### config.mk
export PLATFORM = sky130hd
export DESIGN_NAME = ahb_arbiter
export DESIGN_NICKNAME = d
export VERILOG_FILES = /design/src/rtl/ahb_pkg.sv /design/src/rtl/ahb_rr_picker.sv /design/src/rtl/ahb_arbiter.sv
export SDC_FILE = /design/constraint.sdc
export NUM_CORES = 1
export LEC_CHECK = 0
export CAP_MARGIN = 20
export CORE_ASPECT_RATIO = 0.9
export CORE_MARGIN = 4
export CORE_UTILIZATION = 43
export DETAILED_ROUTE_END_ITERATION = 16
export PLACE_DENSITY_LB_ADDON = 0.2
export REMOVE_ABC_BUFFERS = 1
export SLEW_MARGIN = 25
export SYNTH_ARGS = -nofsm -noshare
export SYNTH_HDL_FRONTEND = slang
export SYNTH_HIERARCHICAL = 1
export SYNTH_SLANG_ARGS = --single-unit
### constraint.sdc
create_clock -name hclk -period 2.64 [get_ports hclk]
set_input_delay 0.528 -clock hclk [delete_from_list [all_inputs] [get_ports hclk]]
set_output_delay 0.528 -clock hclk [all_outputs]
set_load 0.1 [all_outputs]
### src/rtl/ahb_pkg.sv
// Shared AHB encodings, arbiter state enumeration and burst-length decode
// used by the bus arbiter and its round-robin picker.
package ahb_pkg;

  localparam int unsigned MIDX_W = 4;
  localparam int unsigned BEAT_W = 4;

  typedef enum logic [1:0] {
    HTRANS_IDLE   = 2'b00,
    HTRANS_BUSY   = 2'b01,
    HTRANS_NONSEQ = 2'b10,
    HTRANS_SEQ    = 2'b11
  } htrans_e;

  typedef enum logic [2:0] {
    HBURST_SINGLE = 3'b000,
    HBURST_INCR   = 3'b001,
    HBURST_WRAP4  = 3'b010,
    HBURST_INCR4  = 3'b011,
    HBURST_WRAP8  = 3'b100,
    HBURST_INCR8  = 3'b101,
    HBURST_WRAP16 = 3'b110,
    HBURST_INCR16 = 3'b111
  } hburst_e;

  typedef enum logic [1:0] {
    HRESP_OKAY  = 2'b00,
    HRESP_ERROR = 2'b01,
    HRESP_RETRY = 2'b10,
    HRESP_SPLIT = 2'b11
  } hresp_e;

  typedef enum logic [1:0] {
    ST_IDLE_DEFAULT   = 2'b00,
    ST_OWNED          = 2'b01,
    ST_LOCKED         = 2'b10,
    ST_SPLIT_HANDOVER = 2'b11
  } arb_state_e;

  // Beats remaining after the first beat; zero for SINGLE and undefined-length INCR.
  function automatic logic [BEAT_W-1:0] burst_len_m1(input logic [2:0] hburst);
    case (hburst_e'(hburst))
      HBURST_WRAP4,  HBURST_INCR4:  return BEAT_W'(3);
      HBURST_WRAP8,  HBURST_INCR8:  return BEAT_W'(7);
      HBURST_WRAP16, HBURST_INCR16: return BEAT_W'(15);
      default:                      return '0;
    endcase
  endfunction

endpackage

### src/rtl/ahb_rr_picker.sv
// Round-robin request picker: first unmasked requester after the last owner,
// wrapping around, with the last owner itself considered last.
module ahb_rr_picker
  import ahb_pkg::*;
#(
  parameter int unsigned N = 4
) (
  input  logic [N-1:0]      req,
  input  logic [N-1:0]      mask,
  input  logic [MIDX_W-1:0] last,
  output logic [N-1:0]      grant,
  output logic              valid
);

  always_comb begin : pick_c
    grant = '0;
    valid = 1'b0;
    for (int unsigned i = 1; i <= N; i++) begin
      for (int unsigned j = 0; j < N; j++) begin
        if (!valid && ((32'(last) + i) % N == j) && req[j] && !mask[j]) begin
          grant[j] = 1'b1;
          valid    = 1'b1;
        end
      end
    end
  end

endmodule

### src/rtl/ahb_arbiter.sv
// AHB bus arbiter: round-robin grant with burst-aware arbitration points,
// locked-transfer hold and SPLIT masking/release.
module ahb_arbiter
  import ahb_pkg::*;
#(
  parameter int unsigned NUM_MASTERS    = 4,
  parameter int unsigned DEFAULT_MASTER = 0
) (
  input  logic                   hclk,
  input  logic                   hreset,
  input  logic [NUM_MASTERS-1:0] hbusreq,
  input  logic [NUM_MASTERS-1:0] hlock,
  input  logic [1:0]             htrans,
  input  logic [2:0]             hburst,
  input  logic                   hready,
  input  logic [1:0]             hresp,
  input  logic [15:0]            hsplit,
  output logic [NUM_MASTERS-1:0] hgrant,
  output logic [MIDX_W-1:0]      hmaster,
  output logic                   hmastlock
);

  localparam logic [NUM_MASTERS-1:0] DFLT_GRANT = NUM_MASTERS'(1) << DEFAULT_MASTER;

  arb_state_e               state, state_nxt;
  logic [BEAT_W-1:0]        beat_cnt, cnt_nxt;
  logic [NUM_MASTERS-1:0]   split_mask, mask_nxt, set_vec;
  logic [NUM_MASTERS-1:0]   pick_grant, park_grant, gnt_nxt;
  logic [MIDX_W-1:0]        gidx, hmaster_nxt;
  logic                     pick_valid, park_found, split_evt, arb_point;
  logic                     fixed_burst, keep, owned_nxt, hmastlock_nxt;
  logic                     unused_hsplit;

  assign unused_hsplit = ^hsplit;
  assign split_evt     = (hresp == HRESP_SPLIT) && !hready;

  // Split release has priority over a split set landing in the same cycle.
  always_comb begin : mask_c
    set_vec = '0;
    for (int unsigned i = 0; i < NUM_MASTERS; i++)
      set_vec[i] = split_evt && (hmaster == MIDX_W'(i));
    mask_nxt = (split_mask | set_vec) & ~hsplit[NUM_MASTERS-1:0];
  end

  ahb_rr_picker #(.N(NUM_MASTERS)) u_picker (
    .req   (hbusreq),
    .mask  (mask_nxt),
    .last  (hmaster),
    .grant (pick_grant),
    .valid (pick_valid)
  );

  // Parking target: default master unless masked, then lowest unmasked master.
  always_comb begin : park_c
    park_grant = DFLT_GRANT;
    park_found = 1'b0;
    if ((DFLT_GRANT & mask_nxt) != '0) begin
      for (int unsigned i = 0; i < NUM_MASTERS; i++) begin
        if (!park_found && !mask_nxt[i]) begin
          park_grant    = '0;
          park_grant[i] = 1'b1;
          park_found    = 1'b1;
        end
      end
    end
  end

  always_comb begin : gidx_c
    gidx = '0;
    for (int unsigned i = 0; i < NUM_MASTERS; i++)
      if (hgrant[i]) gidx = MIDX_W'(i);
  end

  always_comb begin : next_c
    gnt_nxt       = hgrant;
    cnt_nxt       = beat_cnt;
    hmaster_nxt   = hmaster;
    hmastlock_nxt = hmastlock;
    state_nxt     = state;

    fixed_burst = (burst_len_m1(hburst) != '0);
    arb_point   = hready && ((htrans == HTRANS_IDLE) || !fixed_burst ||
                             ((htrans == HTRANS_SEQ) && (beat_cnt <= BEAT_W'(1))));
    keep        = |(hgrant & hlock & ~mask_nxt);

    if (split_evt || (arb_point && !keep))
      gnt_nxt = pick_valid ? pick_grant : park_grant;

    if (hready) begin
      if (htrans == HTRANS_NONSEQ)
        cnt_nxt = burst_len_m1(hburst);
      else if ((htrans == HTRANS_SEQ) && (beat_cnt != '0))
        cnt_nxt = beat_cnt - BEAT_W'(1);
      hmaster_nxt   = gidx;
      hmastlock_nxt = keep;
    end

    owned_nxt = |(gnt_nxt & hbusreq & ~mask_nxt);

    if (split_evt) begin
      state_nxt = ST_SPLIT_HANDOVER;
    end else begin
      case (state)
        ST_IDLE_DEFAULT:   if (owned_nxt) state_nxt = ST_OWNED;
        ST_OWNED: begin
          if (hready && keep) state_nxt = ST_LOCKED;
          else if (!owned_nxt) state_nxt = ST_IDLE_DEFAULT;
        end
        ST_LOCKED:         if (hready && !keep)
                             state_nxt = owned_nxt ? ST_OWNED : ST_IDLE_DEFAULT;
        ST_SPLIT_HANDOVER: state_nxt = owned_nxt ? ST_OWNED : ST_IDLE_DEFAULT;
        default:           state_nxt = ST_IDLE_DEFAULT;
      endcase
    end
  end

  always_ff @(posedge hclk) begin : regs_p
    if (hreset) begin
      hgrant     <= DFLT_GRANT;
      hmaster    <= MIDX_W'(DEFAULT_MASTER);
      hmastlock  <= 1'b0;
      split_mask <= '0;
      beat_cnt   <= '0;
      state      <= ST_IDLE_DEFAULT;
    end else begin
      hgrant     <= gnt_nxt;
      hmaster    <= hmaster_nxt;
      hmastlock  <= hmastlock_nxt;
      split_mask <= mask_nxt;
      beat_cnt   <= cnt_nxt;
      state      <= state_nxt;
    end
  end

endmodule

======== Yosys cells after proc, flatten, opt, wreduce, memory -nomap -nowiden ========
Cells that the tools add are included.
cells by class
  add/sub/neg operators ................... 5
  bitwise operators ....................... 6
  reduce and logical (&&, ||, !) cells .... 101
  muxes and demuxes ....................... 47
  magnitude comparators ................... 1
  equal/unequal tests ..................... 24
operator list
  kind                                                             number
  logical NOT 32 bit                                               4
  logical AND 1 bit                                                59
  two-way mux 1 bit                                                37
  two-way mux 4 bit                                                8
  logical NOT 1 bit                                                25
  equality test 2 bit (second input constant)                      11
  bitwise AND 4 bit                                                3
  equality test 3 bit (second input constant)                      4
  one-hot mux 4 bit (3 select lines)                               1
  equality test 2 x 1 -> 1 bit (second input constant)             4
  equality test 4 x 2 -> 1 bit (second input constant)             2
  inverter 4 bit                                                   2
  nonzero test 4 bit                                               2
  equality test 3 x 2 -> 1 bit (second input constant)             2
  OR reduction 2 bit                                               3
  adder 2 x 1 -> 2 bit (second input constant)                     2
  adder 2 bit (second input constant)                              2
  equality test 4 x 1 -> 1 bit (second input constant)             1
  less-or-equal comparator 4 x 1 -> 1 bit (second input constant)  1
  logical NOT 4 bit                                                1
  OR 4 bit                                                         1
  OR reduction 4 bit                                               1
  subtractor 4 x 1 -> 4 bit (second input constant)                1
  logical OR 1 bit                                                 3
  other kinds (4)                                                  4
word-level totals
  logic and storage cells ................. 189
  output and inout port bits .............. 9
  bits in registers ....................... 17
  input port bits ......................... 34

======== Depth between registers and ports, before layout ========
  word-level depth ........................ 84
  depth in mapped cells ................... 11
  mapped depth without buffers ............ 10

======== Cells and area by module ========
The synthesis kept the hierarchy.
modules (own cells, without submodules)
  module         area an instance (sq um)  cells each  seq. area each (sq um)  instances
  ahb_arbiter    952.2                     120         300.3                   1
  ahb_rr_picker  132.6                     20          0.0                     1

======== Worst setup path before layout ========
Ideal clock, no wire load.
  kind .................................... reg2reg
  from .................................... register hmaster[1]
  to ...................................... register hgrant[0]
  path slack .............................. -182 ps
  clock period less this slack ............ 2,822 ps
  arrival ................................. 2,697 ps
  stages on the path, launching flop included .. 10
  data required time ...................... 2,515 ps
  library setup time ...................... 125 ps
  buffers on the path ..................... 0
  cells stage by stage .................... dfxtp_1 -> nor2_1 -> a21oi_2 -> inv_2 -> or3b_1 -> a31oi_1 -> nor3b_1 -> mux2_2 -> nor3_1 -> mux2i_1
on the way
  elaborated cells on any way between the ends .. 135
  classes of those cells .................. add/sub: 4; eq/ne: 15; mux: 28; bitwise: 4; reduce/logical: 84
RTL lines
  element                          line                 RTL
  start: declaration               ahb_arbiter.sv:19    output logic [MIDX_W-1:0] hmaster,
  start signal: assignment         ahb_arbiter.sv:120   hmaster <= MIDX_W'(DEFAULT_MASTER);
  start signal: assignment         ahb_arbiter.sv:127   hmaster <= hmaster_nxt;
  equality test 4 x 1 -> 1 bit *   ahb_arbiter.sv:41    set_vec[i] = split_evt && (hmaster == MIDX_W'(i));
  logical AND 1 bit *              ahb_arbiter.sv:41
  OR 4 bit *                       ahb_arbiter.sv:42    mask_nxt = (split_mask | set_vec) & ~hsplit[NUM_MASTERS-1:0];
  bitwise AND 4 bit *              ahb_arbiter.sv:42
  via mask_nxt[1]                  ahb_arbiter.sv:27    logic [NUM_MASTERS-1:0] split_mask, mask_nxt, set_vec;
  logical NOT 1 bit *              ahb_rr_picker.sv:20  if (!valid && ((32'(last) + i) % N == j) && req[j] && !mask[j]) begin
  logical AND 1 bit                ahb_rr_picker.sv:20
  two-way mux 1 bit                ahb_rr_picker.sv:20
  [45 not listed]                  -
  logical NOT 1 bit                ahb_rr_picker.sv:20
  logical AND 1 bit (3 in series)  ahb_rr_picker.sv:20
  two-way mux 1 bit                ahb_rr_picker.sv:20
  logical NOT 1 bit                ahb_rr_picker.sv:20
  logical AND 1 bit (3 in series)  ahb_rr_picker.sv:20
  two-way mux 1 bit *              ahb_rr_picker.sv:20
  via pick_grant[0]                ahb_arbiter.sv:28    logic [NUM_MASTERS-1:0] pick_grant, park_grant, gnt_nxt;
  two-way mux 4 bit *              ahb_arbiter.sv:87    gnt_nxt = pick_valid ? pick_grant : park_grant;
  end signal: assignment           ahb_arbiter.sv:126   hgrant <= gnt_nxt;
  end: declaration                 ahb_arbiter.sv:18    output logic [NUM_MASTERS-1:0] hgrant,
The timed path passes the listed nets; every way through them passes the cells marked *. The select of a mux whose other input is x is not followed.
A chain may end at the register's enable or synchronous reset.

======== Worst setup path after layout ========
  from .................................... input port hready
  to ...................................... register hgrant[0]
on the way
  elaborated cells on any way between the ends .. 113
  classes of those cells .................. mux: 28; bitwise: 4; reduce/logical: 81
RTL lines
  element                          line                 RTL
  start: declaration               ahb_arbiter.sv:15    input logic hready,
  logical NOT 1 bit *              ahb_arbiter.sv:35    assign split_evt = (hresp == HRESP_SPLIT) && !hready;
  logical AND 1 bit *              ahb_arbiter.sv:35
  logical AND 1 bit *              ahb_arbiter.sv:41
  OR 4 bit *                       ahb_arbiter.sv:42
  bitwise AND 4 bit *              ahb_arbiter.sv:42
  via mask_nxt[1]                  ahb_arbiter.sv:27
  logical NOT 1 bit *              ahb_rr_picker.sv:20
  logical AND 1 bit                ahb_rr_picker.sv:20
  [46 not listed]                  -
  logical NOT 1 bit                ahb_rr_picker.sv:20
  logical AND 1 bit (3 in series)  ahb_rr_picker.sv:20
  two-way mux 1 bit                ahb_rr_picker.sv:20
  logical NOT 1 bit                ahb_rr_picker.sv:20
  logical AND 1 bit (3 in series)  ahb_rr_picker.sv:20
  two-way mux 1 bit *              ahb_rr_picker.sv:20
  via pick_grant[0]                ahb_arbiter.sv:28
  two-way mux 4 bit *              ahb_arbiter.sv:87
Marks and branches as above.

==> out/qor.yml <==
synth_area_um2: 1080
max_slew_margin_pct: 63.4
synth.most_common_cell: "nor2_1"
cp.required_ps: 2810
arrival_ps: 2700
critPathMaxStageDelay_ps: 520
vdd_drop_max_mv: 0.316
synth.avg_cell_area_um2: 7.75
status: "complete, no violations"
end_kind: "flip-flop"
die_x_um: 60.9
clock-sinks: 15
period_needed_ps: 2520
ys.flop_type: "dfxtp_1"
cpMaxStageDelayCell: "clkdlybuf4s50_1"
cp-start-kind: "primary input"
hpwl_mm: 2.28
io_buffers: 27
finalCritPeriodShare_pct: 95.6
hp-class: "reg -> reg"
avgRoutedWirePerCell_um: 13.6
maxSlewViolCount: 0
hold_viol: 0
maxCapViolCount: 0
synth_top_area_share_pct: 27.7
p_per_area_nw_per_um2: 419
clk_pin_slew_ps: 90
fp.coreArea_um2: 2280
drtIter0Drc: 64
routabilityCongestion: 0.762
worstSetupPathType: "in -> reg"
rsz0062_at_grt: "false"
synth_top_cell_by_area: "dfxtp_1"
drt-total-wl_mm: 2.88
num-nets-final: 222
drc: 0
cts_made_buffers: 3
yosysSeqAreaShare_pct: 27.7
cts_hold_buffers: 0
ys_ff_latch: 15
io_pins: 43
synth_area_leaders: "dfxtp_1 (28%), nor2_1 (7.3%), nand2_1 (5.5%)"
die_y_um: 55.7
path_cells: "clkdlybuf4s50_1, and4b_2, a21oi_4, inv_2, or3b_1, a31oi_1, nor3b_1, mux2_2, nor3_2, mux2i_1"
synth_commonest_cells: "nor2_1 (21), nand2_1 (16), dfxtp_1 (15)"
crit_path_max_fanout: 4
cp_top_family: "simple AND/OR/NAND/NOR gates"
insertion_delay_ps: 280
ys_async_sr_fraction_pct: 0
fmax_mhz: 396
setup_viol: 0
synth_edf_count: 0
grt_pass1_vias: 1084
grt_pass1_wl_mm: 4.64
cts_tree: "built"
syn_inst: 140
ant_nets: 0
drive_above_1_share_pct: 23.4
yosys_warnings: 6
grtUsageTotal_pct: 17.4
final_util_pct: 66.8
initial_utilization_pct: 47.5
cts_root_buf: "clkbuf_4"
ff_latch_area_um2: 300
vias_per_cell: 5.43
drtPass1Iterations: 4
syn2layout_area_growth_pct: 40.5
fin_tns_setup_ps: 0
leakage_nw: 0.652
multi_input_area_um2: 742
synth_cell_type_count: 41
tightest_slew_ps: 548
total_power_uw: 638
cts_buffer_depth: 2
row_count: 16
antenna_found_initial: 0
crit_buf_inv: 2
fin_skew_ps: 2.55
dieArea_um2: 3390
grt_overflow: 0
fill_cells: 182
num_vias: 1145
n_antenna_cell: 0
htree_levels: 1
grt_max_degree: 15
worst paths after layout:
check | from | end | slack, ps | cells after the start
max | hready | hgrant[0] | 120 | 10
min | hgrant[1] | hgrant[1] | 520 | 2
max reg2reg | hmaster[0] | hgrant[0] | 360 | 10
min reg2reg | hgrant[1] | hgrant[1] | 520 | 2
logic make-up after synthesis:
family                   Yosys count  synth area share, %
AND/OR/NAND/NOR                   66                 32.4
AO/OA/AOI/OAI                     35                 24.7
buffers and inverters             15                 6.69
flip-flops                        15                 27.7
multiplexers                       5                 4.73
adder cells (fa/ha/maj)            3                 3.46
other                              1                0.346
sequential cells by signal, indices dropped and copies added (netlist names):
register    flops
beat_cnt        4
hgrant          4
hmaster         2
hmastlock       1
split_mask      4
metrics by stage:
step | hold slack, ps | setup slack [ps] | instances | area [um^2]
global route | 532 | 1.60 | 211 | 1520
CTS | 518 | 69.1 | 210 | 1490
global placement | 477 | -181 | 206 | 1460
floorplan | 489 | -182 | 135 | 1050
finish | 518 | 117 | 211 | 1520
detailed placement | 504 | -233 | 206 | 1460
per-layer routing:
layer	track usage (%)	routed length, um
met1	23.2	1320
met2	27.5	1330
met3	4.64	208
met4	4.33	14
met5	0	0
report_power, final:
part	internal (mW)	switching, mW
Sequential	0.239	0.0151
Combinational	0.0999	0.150
Clock	0.0587	0.0751
Total	0.398	0.240
timing repair:
action / CTS / global route
endpoints found under the setup margin: 0 / 4
hold endpoints to repair: 0 / 0
setup buffers: 0 / 1
resized for setup: 0 / 6
worst register-to-register path, cell delays in order (launching register included):
cell,delay (ps)
dfxtp_1,490
and4b_2,350
a21oi_4,80
inv_2,70
buf_4,110
nand2b_1,120
nand4_1,200
buf_4,220
nor4_1,370
nor3_2,70
mux2i_1,140
layout by cell type, fill, tap and decap left out, types with 2 or more instances in the layout:
cell             instances
nor3_1                   2
dfxtp_1                 15
nand3_1                  2
a31oi_1                  3
a22oi_1                  2
ha_1                     3
nand2_1                 16
a211oi_1                 4
a211oi_2                 2
a21oi_1                  7
clkdlybuf4s50_1         20
nor3b_1                  3
nor2b_1                  7
inv_1                    8
nor2_1                  21
mux2i_1                  4
clkbuf_4                 3
buf_4                   25
conb_1                   2
o21ai_0                  5
nand2b_1                 6
final cells by class:
class	count	area share, %
inverter	9	2.22
clock buffer	4	1.72
tap	27	2.22
timing repair buffer	45	25.5
multi-input combinational	111	48.7
sequential	15	19.7
(Power assumes the default switching activity.)
